<file path="config.mk">
export PLATFORM = sky130hd
export DESIGN_NAME = load_store_unit
export DESIGN_NICKNAME = d
export VERILOG_FILES = /design/src/rtl/lsu_pkg.sv /design/src/rtl/lsu_align.sv /design/src/rtl/load_store_unit.sv
export SDC_FILE = /design/constraint.sdc
export NUM_CORES = 1
export LEC_CHECK = 0
export CELL_PAD_IN_SITES_DETAIL_PLACEMENT = 0
export CELL_PAD_IN_SITES_GLOBAL_PLACEMENT = 1
export CORE_ASPECT_RATIO = 0.7
export CORE_MARGIN = 2
export CORE_UTILIZATION = 41
export CTS_BUF_LIST = sky130_fd_sc_hd__clkbuf_2
export CTS_CLUSTER_DIAMETER = 40
export CTS_CLUSTER_SIZE = 16
export DETAILED_ROUTE_END_ITERATION = 12
export PLACE_DENSITY = 0.95
export SLEW_MARGIN = 20
export SYNTH_ARGS = -nofsm -noshare
export SYNTH_HDL_FRONTEND = slang
export SYNTH_SLANG_ARGS = --single-unit
</file>
<file path="constraint.sdc">
create_clock -name clk -period 3.7 [get_ports clk]
set_clock_uncertainty 0.05 [all_clocks]
set_input_delay 0.74 -clock clk [delete_from_list [all_inputs] [get_ports clk]]
set_output_delay 0.74 -clock clk [all_outputs]
set_load 0.01 [all_outputs]
</file>
<file path="src/rtl/lsu_pkg.sv">
// Shared types, funct3 encodings and decode helpers for the load/store unit.
package lsu_pkg;

  localparam int unsigned LSU_DW    = 32;
  localparam int unsigned LSU_LANES = 4;

  localparam logic [2:0] F3_B  = 3'b000;
  localparam logic [2:0] F3_H  = 3'b001;
  localparam logic [2:0] F3_W  = 3'b010;
  localparam logic [2:0] F3_BU = 3'b100;
  localparam logic [2:0] F3_HU = 3'b101;

  typedef enum logic [2:0] {
    IDLE,
    ACC0,
    ACC1,
    WAIT,
    DONE
  } lsu_state_t;

  // Access size in bytes; 0 marks an encoding with no defined size.
  function automatic logic [2:0] f3_size(input logic [2:0] f3);
    case (f3)
      F3_B, F3_BU: f3_size = 3'd1;
      F3_H, F3_HU: f3_size = 3'd2;
      F3_W:        f3_size = 3'd4;
      default:     f3_size = 3'd0;
    endcase
  endfunction

  function automatic logic f3_legal(input logic we, input logic [2:0] f3);
    if (we) f3_legal = (f3 == F3_B) || (f3 == F3_H) || (f3 == F3_W);
    else    f3_legal = (f3_size(f3) != 3'd0);
  endfunction

endpackage

</file>
<file path="src/rtl/lsu_align.sv">
// Byte-lane steering: store strobes/data across two words, load shift and extension.
module lsu_align
  import lsu_pkg::*;
(
  input  logic [1:0]          off_i,
  input  logic [2:0]          size_i,
  input  logic [LSU_DW-1:0]   wdata_i,
  input  logic [LSU_DW-1:0]   word0_i,
  input  logic [LSU_DW-1:0]   word1_i,
  input  logic                is_unsigned_i,
  output logic [LSU_LANES-1:0] strb0_o,
  output logic [LSU_LANES-1:0] strb1_o,
  output logic [LSU_DW-1:0]   wdata0_o,
  output logic [LSU_DW-1:0]   wdata1_o,
  output logic [LSU_DW-1:0]   rdata_o
);

  logic [5:0]          shamt;
  logic [7:0]          mask8;
  logic [7:0]          strb8;
  logic [63:0]         wdata64;
  logic [LSU_DW-1:0]   rsh;

  always_comb begin
    shamt = {off_i, 3'b000};
    case (size_i)
      3'd1:    mask8 = 8'h01;
      3'd2:    mask8 = 8'h03;
      3'd4:    mask8 = 8'h0F;
      default: mask8 = 8'h00;
    endcase
    strb8   = mask8 << off_i;
    wdata64 = {32'b0, wdata_i} << shamt;
    rsh     = 32'({word1_i, word0_i} >> shamt);
    strb0_o  = strb8[3:0];
    strb1_o  = strb8[7:4];
    wdata0_o = wdata64[31:0];
    wdata1_o = wdata64[63:32];
    case (size_i)
      3'd1:    rdata_o = is_unsigned_i ? {24'b0, rsh[7:0]}  : {{24{rsh[7]}}, rsh[7:0]};
      3'd2:    rdata_o = is_unsigned_i ? {16'b0, rsh[15:0]} : {{16{rsh[15]}}, rsh[15:0]};
      default: rdata_o = rsh;
    endcase
  end

endmodule

</file>
<file path="src/rtl/load_store_unit.sv">
// Load/store initiator: one request at a time, word accesses to a synchronous-read memory.
module load_store_unit
  import lsu_pkg::*;
#(
  parameter int unsigned DATA_WIDTH       = 32,
  parameter int unsigned ADDRESS_WIDTH    = 32,
  parameter bit          ALLOW_MISALIGNED = 1'b1
) (
  input  logic                     clk,
  input  logic                     rst_n,
  input  logic                     req_valid,
  output logic                     req_ready,
  input  logic                     req_we,
  input  logic [2:0]               req_funct3,
  input  logic [ADDRESS_WIDTH-1:0] req_addr,
  input  logic [DATA_WIDTH-1:0]    req_wdata,
  output logic                     resp_valid,
  output logic [DATA_WIDTH-1:0]    resp_rdata,
  output logic                     resp_err,
  output logic                     mem_req,
  output logic                     mem_we,
  output logic [ADDRESS_WIDTH-3:0] mem_addr,
  output logic [3:0]               mem_wstrb,
  output logic [DATA_WIDTH-1:0]    mem_wdata,
  input  logic [DATA_WIDTH-1:0]    mem_rdata
);

  localparam int unsigned WAW = ADDRESS_WIDTH - 2;

  lsu_state_t               state_q, state_d;
  logic                     we_q, we_d;
  logic [2:0]               size_q, size_d;
  logic                     uns_q, uns_d;
  logic [ADDRESS_WIDTH-1:0] addr_q, addr_d;
  logic [DATA_WIDTH-1:0]    wdata_q, wdata_d;
  logic                     err_q, err_d;
  logic                     split_q, split_d;
  logic [DATA_WIDTH-1:0]    word0_q, word0_d;
  logic [DATA_WIDTH-1:0]    rdata_q, rdata_d;

  logic [2:0]               req_size;
  logic                     req_split, req_mis, req_err;
  logic [3:0]               strb0, strb1;
  logic [DATA_WIDTH-1:0]    wdata0, wdata1, align_w0, align_w1, align_rdata;
  logic [WAW-1:0]           waddr0;
  logic                     acc0, acc1;

  // Request classification, only consumed when a request is latched in IDLE.
  always_comb begin
    req_size  = f3_size(req_funct3);
    req_split = (4'(req_addr[1:0]) + 4'(req_size)) > 4'd4;
    req_mis   = (req_addr[1:0] & 2'(req_size - 3'd1)) != 2'b00;
    req_err   = !f3_legal(req_we, req_funct3) || (!ALLOW_MISALIGNED && req_mis);
  end

  // The final word arrives on mem_rdata in WAIT; word0 was captured earlier when split.
  assign align_w0 = split_q ? word0_q : mem_rdata;
  assign align_w1 = split_q ? mem_rdata : '0;

  lsu_align u_align (
    .off_i         (addr_q[1:0]),
    .size_i        (size_q),
    .wdata_i       (wdata_q),
    .word0_i       (align_w0),
    .word1_i       (align_w1),
    .is_unsigned_i (uns_q),
    .strb0_o       (strb0),
    .strb1_o       (strb1),
    .wdata0_o      (wdata0),
    .wdata1_o      (wdata1),
    .rdata_o       (align_rdata)
  );

  always_comb begin
    state_d = state_q;
    we_d    = we_q;
    size_d  = size_q;
    uns_d   = uns_q;
    addr_d  = addr_q;
    wdata_d = wdata_q;
    err_d   = err_q;
    split_d = split_q;
    word0_d = word0_q;
    rdata_d = rdata_q;
    case (state_q)
      IDLE: begin
        if (req_valid) begin
          we_d    = req_we;
          size_d  = req_size;
          uns_d   = req_funct3[2];
          addr_d  = req_addr;
          wdata_d = req_wdata;
          err_d   = req_err;
          split_d = req_split && !req_err;
          word0_d = '0;
          rdata_d = '0;
          state_d = req_err ? DONE : ACC0;
        end
      end
      ACC0:    state_d = split_q ? ACC1 : (we_q ? DONE : WAIT);
      ACC1: begin
        if (!we_q) word0_d = mem_rdata;
        state_d = we_q ? DONE : WAIT;
      end
      WAIT: begin
        rdata_d = align_rdata;
        state_d = DONE;
      end
      DONE:    state_d = IDLE;
      default: state_d = IDLE;
    endcase
  end

  always_ff @(posedge clk or negedge rst_n) begin
    if (!rst_n) begin
      state_q <= IDLE;
      we_q    <= 1'b0;
      size_q  <= 3'd0;
      uns_q   <= 1'b0;
      addr_q  <= '0;
      wdata_q <= '0;
      err_q   <= 1'b0;
      split_q <= 1'b0;
      word0_q <= '0;
      rdata_q <= '0;
    end else begin
      state_q <= state_d;
      we_q    <= we_d;
      size_q  <= size_d;
      uns_q   <= uns_d;
      addr_q  <= addr_d;
      wdata_q <= wdata_d;
      err_q   <= err_d;
      split_q <= split_d;
      word0_q <= word0_d;
      rdata_q <= rdata_d;
    end
  end

  // Memory and response outputs decode from the state and latched request only.
  assign acc0   = (state_q == ACC0);
  assign acc1   = (state_q == ACC1);
  assign waddr0 = addr_q[ADDRESS_WIDTH-1:2];

  assign req_ready  = (state_q == IDLE);
  assign resp_valid = (state_q == DONE);
  assign resp_err   = (state_q == DONE) && err_q;
  assign resp_rdata = (state_q == DONE) ? rdata_q : '0;

  assign mem_req   = acc0 || acc1;
  assign mem_we    = (acc0 || acc1) && we_q;
  assign mem_addr  = acc0 ? waddr0 : (acc1 ? waddr0 + WAW'(1) : '0);
  assign mem_wstrb = (acc0 && we_q) ? strb0 : ((acc1 && we_q) ? strb1 : 4'b0000);
  assign mem_wdata = (acc0 && we_q) ? wdata0 : ((acc1 && we_q) ? wdata1 : '0);

endmodule
</file>
==> results of run 1 <==
==> Yosys cell counts (all sizes together) (18+ instances only) <==
| master | n |
|---|---|
| nand2 | 237 |
| o21ai | 77 |
| clkbuf | 45 |
| buf | 37 |
| nand3 | 31 |
| and2 | 45 |
| o22ai | 18 |
| dfrtp | 138 |
| a21oi | 84 |
| mux2i | 53 |
| a211oi | 30 |
| nor2 | 64 |
| a22o | 33 |
==> per-stage QoR <==
| stage | setup TNS (ns) | utilization [%] |
|---|---|---|
| finish | 0 | 57.6 |
| global route | -0.589 | 57.6 |
| CTS | 0 | 56.2 |
| detailed placement | 0 | 53.1 |
| global placement | 0 | 53.1 |
| floorplan | 0 | - |
==> routing by layer <==
metal  vias up  global-route usage (%)  share of wire [%]
met5         -                       0              0.042
met4         2                    6.26                2.2
met3        62                    8.90                 11
met2       520                    37.2                 41
met1      4324                    40.2                 46
li1       4223                       -                  -
==> worst max-delay path: stages, from the launching register on <==
cell             delay [ns]
dfrtp_1                0.43
nand4_1                0.23
nor3_2                 0.31
nand4_1                0.17
or3_1                  0.33
nand3_1                0.09
clkdlybuf4s50_1        0.54
==> flip-flops by register name (all words and copies together), names as in the netlist, 3 cells and up <==
name and flops:
state_q 3, size_q 3, rdata_q 32, word0_q 32
wdata_q 32, addr_q 32
==> cell type report <==
| type | count | area [um2] | share of cell area [%] |
|---|---|---|---|
| multi-input combinational | 828 | 5100 | 42.3 |
| sequential | 138 | 3470 | 28.8 |
| tap | 276 | 345 | 2.87 |
| clock buffer | 17 | 85.1 | 0.706 |
| inverter | 8 | 30.0 | 0.249 |
| clock inverter | 14 | 223 | 1.85 |
| timing repair buffer | 284 | 2790 | 23.2 |
| antenna | 1 | 2.50 | 0.0208 |
==> kinds of logic (layout without fill, tap and decap cells) <==
logic type,after synthesis,count (layout),share of synthesized area (%)
AO/OA/AOI/OAI,296,296,21.2
adder cells (fa/ha/maj),4,4,0.654
flip-flops,138,138,39.2
XOR/XNOR,1,1,0.0995
multiplexers,78,78,10.3
AND/OR/NAND/NOR,449,449,23.9
buffers and inverters,90,323,4.64
other,0,1,0
==> power by group through the flow <==
stage | registers [mW] | logic (mW) | clock network, mW
global placement | 2.99 | 4.23 | 0
CTS | 2.87 | 4.68 | 1.15
floorplan | 2.62 | 3.06 | 0
finish | 2.90 | 4.87 | 1.15
global route | 2.98 | 5.33 | 1.23
detailed placement | 3.03 | 4.29 | 0
==> worst paths after layout <==
kind	start	endpoint	slack (ns)
hold reg to reg	err_q	err_q	0.45
setup / recovery	addr_q[18]	mem_addr[19]	0.06
min in group asynchronous	rst_n	wdata_q[19]	0.50
max in group asynchronous	rst_n	wdata_q[17]	2.35
setup reg to reg	addr_q[0]	rdata_q[23]	0.97
hold / removal	req_wdata[13]	wdata_q[13]	0.42
==> repair_timing <==
item	4_1_cts	5_1_grt
setup endpoints to repair	61	77
buffers inserted	33	14
hold buffers	1	0
resized for setup	37	69
pin swaps	5	5
gates cloned	0	1
endpoints found under the hold margin	51	0
==> run metrics, run 1 <==
I/O pin total 206; Max IR drop VDD 329 uV; fmax 275 MHz; gr usage total 26.8%; slack of the critical path 0.0599 ns; die width 179 um; Finished Layout Cells 1566; WL/cell 19.6 um; number of CTS-inserted buffers 17; crit path max fanout 3; status completed; Hold Crit Class input pin to register; synth warn 0; syn nets 1163; critical path required time 2.91 ns; CTS tree done; clock share of power 12.8%; Seq pwr share 32.5%; Clock Pin Slew Worst Setup and Hold Paths 0.25 ns; starting density of the core 42.1%; switching portion of total power 45.8%; Yosys top cell by area dfrtp_1; die area 0.0227 mm2; first-pass GRT wire length 47400 um; initial antenna violation count 2; internal power 4.83 mW; crit end category primary output; PwrDens 740 mW/mm2; DP Cell Count 1485; Post-Synthesis Cell Area 0.00880 mm2; leakage power 5.77 nW; nets@finish 1384; fin crit period 3.64 ns; Root Driver clkbuf_2; Via density 5.83; Final GP Congestion 0.879; most frequent cells in the layout nand2_1 (235), clkdlybuf4s50_1 (159), dfrtp_1 (123); TritonCTS Sinks 138; Hold Crit Depth 3; pre-CTS WS 0.321 ns; Setup Viol. Count Final 0; Top FF cell, synth dfrtp_1; Die H 127 um; share of post-route cells with drive strength above 1 15.1%; drt total wl 30700 um; Final Hold Viols 0; Post-Syn Instances 1056; post-synthesis sequential area ratio 39.2%; RSZ-0062 raised after global routing true; Vias 9131; Final Power 8.92 mW; CP Class register to primary output; Core Region 0.0209 mm2; post-DP HPWL 20800 um; fin area 0.0121 mm2; worst slew pin tran 0.831 ns; worst hold slack 0.418 ns; Worst Path Arrival 2.85 ns; largest net degree at the start of global routing 82; Final ANT Viol Nets 0; top cell type's share of synthesized area 39.2%; clk buf depth 2; MaxCap Viol Count 0; P_sw 4.09 mW; Max-slew headroom 44.5%; port bufs 205; post-route DRC violation count 0; CP Launch Type register; leading cell type in the layout, fill and taps excluded nand2_1; number of synthesized flops with an enable pin 0; site row count 44; Clock Latency Late Sink 0.76 ns; first-iteration detailed-routing DRC count 1114; placed cell area 0.0111 mm2; Final period util 98.4%; H-tree levels 4; Detailed Routing Iterations Pass 1 6; Synth cell types 69; filler cell count 1871; syn avg cell area 8.33 um2; Seq cells post-synth 138; number of global-route vias before repair 8437; GR Overflow Total 0; Register-to-Register Path Depth 6; synth top area cells dfrtp_1 (39%), nand2_1 (10%), mux2i_1 (6.0%), a21oi_1 (4.7%), o21ai_0 (4.3%); P&R area growth vs syn 37.0%; final slew viol count 0; Logic pwr share 54.7%; ys async rst share 100%
No activity file was read; power rests on OpenSTA's default activity.
==> run 2, diff against run 1 <==
--- a/config.mk
+++ b/config.mk
@@ -5,6 +5,7 @@
 export SDC_FILE = /design/constraint.sdc
 export NUM_CORES = 1
 export LEC_CHECK = 0
+export CAP_MARGIN = 20
 export CELL_PAD_IN_SITES_DETAIL_PLACEMENT = 0
 export CELL_PAD_IN_SITES_GLOBAL_PLACEMENT = 1
 export CORE_ASPECT_RATIO = 0.7
==> results of run 2 <==
The final DEF is identical to that of run 1; final timing and power are the same.
==> run 3, diff against run 2 <==
--- a/config.mk
+++ b/config.mk
@@ -10,12 +10,12 @@
 export CELL_PAD_IN_SITES_GLOBAL_PLACEMENT = 1
 export CORE_ASPECT_RATIO = 0.7
 export CORE_MARGIN = 2
-export CORE_UTILIZATION = 41
+export CORE_UTILIZATION = 30
 export CTS_BUF_LIST = sky130_fd_sc_hd__clkbuf_2
 export CTS_CLUSTER_DIAMETER = 40
 export CTS_CLUSTER_SIZE = 16
 export DETAILED_ROUTE_END_ITERATION = 12
-export PLACE_DENSITY = 0.95
+export PLACE_DENSITY = 0.74
 export SLEW_MARGIN = 20
 export SYNTH_ARGS = -nofsm -noshare
 export SYNTH_HDL_FRONTEND = slang
==> run metrics, run 3 (synthesis gave the netlist of run 1 again) <==
Hold Crit Class input pin to register; Final GP Congestion 0.807; Detailed Routing Iterations Pass 1 4; RSZ-0062 raised after global routing true; fin crit period 3.55 ns; DP Cell Count 1591; most frequent cells in the layout nand2_1 (232), clkdlybuf4s50_1 (147), dfrtp_1 (128); post-route DRC violation count 0; Clock Latency Late Sink 0.75 ns; site row count 52; clk buf depth 2; crit end category primary output; Finished Layout Cells 1661; number of CTS-inserted buffers 17; port bufs 205; R2R setup slack 0.56 ns; final slew viol count 0; Root Driver clkbuf_2; CP Launch Type register; slack of the critical path 0.145 ns; Clock Pin Slew Worst Setup and Hold Paths 0.25 ns; MaxCap Viol Count 0; initial antenna violation count 2; status completed; worst hold slack 0.421 ns; largest net degree at the start of global routing 82; gr usage total 20.6%; Max-slew headroom 43.4%; pre-CTS WS 0.421 ns; drt total wl 32100 um; Max IR drop VDD 309 uV; Die H 147 um; PwrDens 721 mW/mm2; CP Class register to primary output; H-tree levels 4; Via density 5.27; Core Region 0.0289 mm2; P&R area growth vs syn 36.8%; share of post-route cells with drive strength above 1 15.2%; die area 0.0307 mm2; starting density of the core 30.5%; crit path max fanout 17; Setup Viol. Count Final 0; leading cell type in the layout, fill and taps excluded nand2_1; CTS tree done; nets@finish 1377; TritonCTS Sinks 138; Final Hold Viols 0; WL/cell 19.3 um; worst slew pin tran 0.848 ns; critical path required time 2.91 ns; Vias 8746; number of global-route vias before repair 8457; leakage power 5.65 nW; GR Overflow Total 0; I/O pin total 206; Final ANT Viol Nets 0; fmax 281 MHz; post-DP HPWL 22100 um; first-iteration detailed-routing DRC count 501; Final period util 96.1%; first-pass GRT wire length 49500 um; Worst Path Arrival 2.76 ns; die width 209 um
run 3: path summary, 6_finish.rpt:
kind / endpoint / depth (start not counted) / start
max in group asynchronous: addr_q[24] / 3 / rst_n
min: addr_q[21] / 3 / req_addr[21]
min in group asynchronous: word0_q[14] / 2 / rst_n
max: mem_addr[4] / 7 / state_q[0]
max reg2reg: rdata_q[23] / 7 / addr_q[0]
min reg2reg: err_q / 2 / err_q
run 3: worst max-delay path, cell delays in order (launching register included):
cell             delay (ns)
dfrtp_2                0.51
buf_12                 0.14
nor3b_4                0.27
buf_4                  0.17
clkbuf_16              0.18
nand3_1                0.08
o21ai_0                0.10
clkdlybuf4s50_1        0.58
run 3: layout make-up:
cell class	count	area (um2)
Antenna cell	1	2.50
Clock buffer	17	85.1
Clock inverter	14	156
Fill cell	2951	16900
Inverter	8	30.0
Multi-Input combinational cell	828	5130
Sequential cell	138	3470
Tap cell	378	473
Timing Repair Buffer	277	2690
run 3: metal layers:
metal	up-vias	global-route usage [%]	share of wire, %
li1	4203	-	-
met1	4265	31.5	51
met3	18	4.96	6.3
met5	-	0	0.040
met4	2	3.96	0.99
met2	258	29.3	42
run 3: what timing repair did:
action                                 CTS  global route
endpoints found under the hold margin   64             0
setup buffers                           27             9
hold buffers                             1             0
setup endpoints to repair               65            48
pin swaps                                7             7
resized for setup                       62            76
gates cloned                             0             1
run 3: per-stage QoR:
step / utilization (%) / cell area (um2) / setup TNS (ns) / power [mW]
floorplan: - / 8800 / 0 / 5.68
global placement: 38.9 / 11200 / 0 / 7.34
detailed placement: 38.9 / 11200 / 0 / 7.39
CTS: 40.9 / 11800 / 0 / 8.59
global route: 41.6 / 12000 / -0.154 / 9.36
finish: 41.7 / 12000 / 0 / 8.68
run 3: where the power goes:
part	internal (mW)	total, mW	leakage, nW	switching, mW
registers	2.18	2.92	1.78	0.736
clock network	0.361	0.977	0.128	0.616
logic	2.05	4.78	3.74	2.73
total	4.60	8.68	5.65	4.08
